===== config.mk =====
export PLATFORM = sky130hd
export DESIGN_NAME = pwm_freq_divider
export DESIGN_NICKNAME = d
export VERILOG_FILES = /design/src/rtl/pwm_freq_divider_pkg.sv /design/src/rtl/pwm_freq_divider.sv
export SDC_FILE = /design/constraint.sdc
export NUM_CORES = 1
export LEC_CHECK = 0
export ABC_AREA = 1
export ABC_CLOCK_PERIOD_IN_PS = 2100
export CAP_MARGIN = 15
export CORE_MARGIN = 10
export CORE_UTILIZATION = 40
export DETAILED_ROUTE_END_ITERATION = 10
export PLACE_DENSITY_LB_ADDON = 0.15
export SYNTH_ARGS = -nofsm -noshare
export SYNTH_HDL_FRONTEND = slang
export SYNTH_SLANG_ARGS = --single-unit
export TNS_END_PERCENT = 1

===== constraint.sdc =====
create_clock -name clk -period 2.1 [get_ports clk]
set_input_delay 0.42 -clock clk [delete_from_list [all_inputs] [get_ports clk]]
set_output_delay 0.42 -clock clk [all_outputs]
set_load 0.05 [all_outputs]

===== src/rtl/pwm_freq_divider_pkg.sv =====
// Shared constants for the frequency-select decoder, the period divider
// and its bench: divisor width, reset/minimum divisor and the decoder table.
package pwm_freq_divider_pkg;

  localparam int DIV_W     = 7;
  localparam int DIV_RESET = 41;
  localparam int DIV_MIN   = 2;

  typedef logic [DIV_W-1:0] div_t;

  localparam div_t DIV_SEL0 = div_t'(41);
  localparam div_t DIV_SEL1 = div_t'(25);
  localparam div_t DIV_SEL2 = div_t'(16);
  localparam div_t DIV_SEL3 = div_t'(12);
  localparam div_t DIV_SEL4 = div_t'(10);
  localparam div_t DIV_SEL5 = div_t'(8);
  localparam div_t DIV_SEL6 = div_t'(7);
  localparam div_t DIV_SEL7 = div_t'(6);

  function automatic div_t decoder_div(input logic [2:0] sel);
    div_t d;
    d = DIV_SEL0;
    unique case (sel)
      3'd0: d = DIV_SEL0;
      3'd1: d = DIV_SEL1;
      3'd2: d = DIV_SEL2;
      3'd3: d = DIV_SEL3;
      3'd4: d = DIV_SEL4;
      3'd5: d = DIV_SEL5;
      3'd6: d = DIV_SEL6;
      3'd7: d = DIV_SEL7;
      default: d = DIV_SEL0;
    endcase
    return d;
  endfunction

endpackage


===== src/rtl/pwm_freq_divider.sv =====
// Period counter for the DPWM carrier: tick per period and ~50% clk_div.
// Optional DIV_UPDATE_PULSE_EN adds a div_updated pulse on divisor change.
import pwm_freq_divider_pkg::*;

module pwm_freq_divider #(
  parameter int WIDTH     = DIV_W,
  parameter int RESET_DIV = DIV_RESET,
  parameter int MIN_DIV   = DIV_MIN
) (
  input  logic             clk,
  input  logic             reset_n,
  input  logic             enable,
  input  logic [WIDTH-1:0] paradiv,
  output logic             tick,
  output logic             clk_div,
  output logic [WIDTH-1:0] count,
  output logic [WIDTH-1:0] div_active
`ifdef DIV_UPDATE_PULSE_EN
  ,
  output logic             div_updated
`endif
);

  localparam logic [WIDTH-1:0] LP_RST = WIDTH'(RESET_DIV);
  localparam logic [WIDTH-1:0] LP_MIN = WIDTH'(MIN_DIV);
  localparam logic [WIDTH-1:0] LP_ONE = WIDTH'(1);

  logic [WIDTH-1:0] r_count;
  logic [WIDTH-1:0] r_div;
  logic [WIDTH-1:0] w_eff;
  logic [WIDTH-1:0] w_half;
  logic             w_last;
  logic             w_load;

  assign w_eff  = (paradiv < LP_MIN) ? LP_MIN : paradiv;
  assign w_half = r_div >> 1;
  assign w_last = (r_count == (r_div - LP_ONE));
  assign w_load = !enable || w_last;

  always_ff @(posedge clk or negedge reset_n) begin
    if (!reset_n) begin
      r_count <= '0;
      r_div   <= LP_RST;
    end else if (!enable) begin
      r_count <= '0;
      r_div   <= w_eff;
    end else if (w_last) begin
      r_count <= '0;
      r_div   <= w_eff;
    end else begin
      r_count <= r_count + LP_ONE;
    end
  end

  // reset_n gating keeps clk_div low during reset even with enable high
  assign tick    = reset_n && enable && w_last;
  assign clk_div = reset_n && enable && (r_count < w_half);

  assign count      = r_count;
  assign div_active = r_div;

`ifdef DIV_UPDATE_PULSE_EN
  logic r_upd;

  always_ff @(posedge clk or negedge reset_n) begin
    if (!reset_n) begin
      r_upd <= 1'b0;
    end else begin
      r_upd <= w_load && (w_eff != r_div);
    end
  end

  assign div_updated = r_upd;
`endif

endmodule


After elaboration in Yosys (flattened, before gate mapping)

Index checks and enable logic that the tools add are counted.
W data, S select, Z words.

Bits in read-only memories: 0
Latch bits: 0
Memories kept: 0
Output and inout port bits: 16
RAM bits: 0
Logic and storage cells: 16
Input port bits: 10
Flip-flop bits (word level): 14

$add $sub $neg: 2
Divide/modulo/power cells: 0
Muxes and demuxes: 5
Order comparisons: 2
Eq/ne operators: 2
Bitwise gates (word level): 0
Shift operators: 0
Reductions and logical operators: 3
Multiply operators: 0

Operators with widths:

| cell                  | number |
|---|---|
| $mux W7               | 5 |
| $add A7 B1 Y7 const B | 1 |
| $eq A7 B7 Y1          | 1 |
| $lt A7 B2 Y1 const B  | 1 |
| $lt A7 B6 Y1          | 1 |
| $sub A7 B1 Y7 const B | 1 |
| $logic_and A1 B1 Y1   | 3 |
| $ne A2 B1 Y1 const B  | 1 |

Logic depth before layout (Yosys ltp)

Gate-level depths: netlist (run 1).

Depth after elaboration: 4
Depth in mapped cells: 14
Mapped depth without buffers: 13

Worst setup path after synthesis (run 1)

Ideal clock, no wire load.

Path kind: reg2out
Start: register r_div[0] (netlist: div_active[0])
End: output tick
Required time: 1.680 ns
Buffers on the path: 1
Data arrival time: 2.416 ns
Setup slack: -0.736 ns
Stages on the path, launching flop included: 13
Cell sequence: dfstp_2 > inv_2 > ha_1 > inv_1 > nand2_1 > nand2_1 > nand2_1 > nor2_1 > nand3_1 > nor2_2 > nand2_2 > buf_6 > nor2_1

Cells in the longest elaborated chain, start to end: 3

RTL lines:

| item                   | RTL line               | text |
|---|---|---|
| start, declared        | pwm_freq_divider.sv:29 | `logic [WIDTH-1:0] r_div;` |
| start signal, assigned | pwm_freq_divider.sv:46 | `r_div <= w_eff;` |
| start signal, assigned | pwm_freq_divider.sv:49 | `r_div <= w_eff;` |
| $sub A7 B1 Y7          | pwm_freq_divider.sv:37 | `assign w_last = (r_count == (r_div - LP_ONE));` |
| $eq A7 B7 Y1           | pwm_freq_divider.sv:37 |  |
| $logic_and A1 B1 Y1    | pwm_freq_divider.sv:56 | `assign tick = reset_n && enable && w_last;` |
| end, declared          | pwm_freq_divider.sv:14 | `output logic tick,` |

Every way passes these cells.

Worst setup path after layout (run 1)

Ends and elaborated chain as after synthesis.

==> results of run 1 <==
[state kept, by name (all words and copies together) (netlist names)]
register	cells
count	7
div_active	7
[cell families (layout without fill, tap and decap cells)]
logic type	count (synthesis)	count (layout)	share of synthesized area [%]
AOI/OAI and AO/OA	6	6	3.073
adders and majority gates	7	7	8.274
buffers and inverters	24	60	11.70
xor gates and xnor gates	5	5	4.138
DFF	14	14	33.45
and+or+nand+nor	90	90	39.36
[per-stage QoR]
stage               area [um^2]  setup WS [ps]
floorplan                  1084         -299.9
global placement           1404          19.00
detailed placement         1404         -22.95
CTS                        1470         -233.9
global route               1475         -332.0
finish                     1475         -194.3
[cell usage after synthesis]
master | number | area (um^2)
nand2_1 | 40 | 150.1
inv_1 | 17 | 63.81
nand3_1 | 15 | 75.07
nor2_1 | 15 | 56.30
nand2_2 | 12 | 75.07
dfrtp_1 | 11 | 275.3
ha_1 | 7 | 87.58
inv_2 | 4 | 15.01
a21oi_1 | 3 | 15.01
dfstp_2 | 3 | 78.83
nor2_2 | 3 | 18.77
xnor2_1 | 3 | 26.28
o21ai_0 | 2 | 10.01
xor2_1 | 2 | 17.52
buf_12 | 1 | 20.02
buf_6 | 1 | 11.26
clkbuf_8 | 1 | 13.76
nand2_4 | 1 | 11.26
nand3_2 | 1 | 10.01
nand3b_1 | 1 | 7.510
nor4_1 | 1 | 6.260
o21bai_1 | 1 | 7.510
or3_1 | 1 | 6.260
[cells in the final DEF (no fill, tap or decap), types with 2 or more instances in the layout]
master,netlist,routed
nor2_1,15,14
inv_1,17,16
clkbuf_4,0,3
nand2_1,40,38
buf_12,1,2
nor2_2,3,3
dfrtp_1,11,10
xnor2_1,3,3
dfstp_2,3,3
ha_4,0,2
ha_1,7,5
buf_4,0,14
nand2_2,12,14
inv_2,4,4
xor2_1,2,2
clkdlybuf4s50_1,0,19
nand3_1,15,15
a21oi_2,0,3
o21ai_0,2,2
[layout make-up]
type	count	area [um^2]
Timing Repair Buffer	35	335.3
Clock buffer	4	36.28
Tap cell	30	37.54
Fill cell	235	1025
Sequential cell	14	355.3
Inverter	21	81.33
Multi-Input combinational cell	108	629.4
[layer usage]
layer / GRT usage, % / share of wire [%] / vias up
met5: 0 / 0 / -
met4: 2.581 / 0.53 / 0
met3: 2.204 / 3.4 / 2
met2: 19.41 / 50 / 13
met1: 12.09 / 46 / 462
li1: - / - / 523
[timing repair]
item,4_1_cts,5_1_grt
pin swaps,8,2
buffers inserted,1,0
gates cloned,0,0
endpoints found under the hold margin,0,0
endpoints found under the setup margin,2,2
resized for setup,4,3
[power by group through the flow]
stage | clock (mW) | sequential, mW | combinational (mW)
floorplan | 0 | 0.392 | 0.154
global placement | 0 | 0.323 | 0.333
detailed placement | 0 | 0.323 | 0.340
CTS | 0.193 | 0.320 | 0.353
global route | 0.203 | 0.324 | 0.393
finish | 0.188 | 0.320 | 0.356
[final timing paths]
kind	start	endpoint	slack [ps]	cells past startpoint
setup / recovery	div_active[0]$_DFFE_PN1P_	tick	-190	11
hold / removal	reset_n	div_active[1]$_DFFE_PN0P_	510	2
setup reg to reg	div_active[0]$_DFFE_PN1P_	div_active[0]$_DFFE_PN1P_	220	13
hold reg to reg	count[0]$_DFF_PN0_	count[0]$_DFF_PN0_	540	1
max in group asynchronous	reset_n	div_active[5]$_DFFE_PN1P_	1340	2
min in group clk	count[0]$_DFF_PN0_	count[0]$_DFF_PN0_	540	1
==> metrics.txt, run 1 <==
Power Internal=approximately 540 uW; final setup violating endpoints=2; WL/cell=approximately 12 um; die height=71.44 um; die area=between 5000 and 6000 um^2; Setup WS post-layout=-194.3 ps; Arr. time, crit path=~1900 ps; core area=approximately 2500 um^2; die width=between 70 and 80 um; number of CTS-inserted buffers=3; Worst-path clk slew=90 ps; largest net degree at the start of global routing=15; crit-path max cell delay=around 550 ps; Mapped Area=about 1100 um^2; total power=approximately 860 uW; cell count after synthesis=roughly 150; Syn Nets=roughly 160; H-tree depth=1; max cap viols=0; diode count=0; global-route usage over all layers=10.60%; period utilization=109.3%; Clock Latency Late Sink=approximately 270 ps; first-iteration detailed-routing DRC count=between 50 and 60; slew of the pin with the lowest slew margin=~500 ps; placed cells=a little over 200; Sw Share=37.33%; Slew headroom=about two thirds; P per Cell Area=between 500 and 600 nW/um^2; clock sink count=14; final wirelength=~2600 um; crit end category=primary output; buffers added on ports=25; hold buffers post-CTS=0; detailed placement HPWL=between 2000 and 2500 um; Final Max Tran Viols=0; final core occ=roughly three fifths; first-pass GRT wire length=~4600 um; Starting Density=a little over two fifths; nature of the critical path startpoint=flop; final worst path period need=between 2000 and 2500 ps; GRT Residual Overflow=0; Crit Path Class=reg -> out; Logic pwr share=41.2%; Syn-to-layout area delta=39.36%; IO Count=26; FP Rows=18; antenna violations before repair=0; hold slack=between 500 and 600 ps; Setup Total Neg Slack=-377.7 ps; vias per cell=approximately 4.7; clock share of power=about 22%; via count=1000; Layout Nets=200; Top delay family on crit path=simple AND/OR/NAND/NOR gates; Critical Path RT=between 1500 and 2000 ps; drt pass-1 iters=4; register area share after synthesis=33.45%; Mapped Avg Cell Area=between 7 and 8 um^2; Bufs on Longest Clock Path=2; RSZ-0062 raised after global routing=yes; HP Class=in -> async; clock root buffer=clkbuf_4; P_leak=approximately 0.74 nW; max frequency=between 400 and 500 MHz; VDD IR-drop max=~0.00036 V; Critical-path top delay cell=dfstp_2; worst path bufs/invs=2; CTS tree=done; register share of total power=between 30 and 40%; CP max FO=2; drt drc=0; synthesized flop and latch total=14; Post-Layout Cell Count=~210; outcome=complete, but fails checks; Final Hold Viols=0; vias in the first global route=1063; routability-driven placement congestion ratio=between 0.7 and 0.8; remaining antenna violation count=0; worst path cell trace=inv_2 > ha_4 > nand2_2 > nand2_1 > nand2_1 > nor2_1 > nand3_1 > nor2_2 > nand2_2 > nor2_4 > buf_12; Sw Pwr=between 300 and 400 uW; Cell variety after synth=23; Clock Skew=around 9 ps; failing checks=negative setup slack; yosys warns=0; share of cells above drive strength 1=between 20 and 30%
Note: power is estimated with default switching activity, not from simulation.
==> run 2: changes to the inputs <==
CTS_CLUSTER_SIZE = 30   (was default)
==> results of run 2 <==
The final DEF is identical to that of run 1; final timing and power are the same.
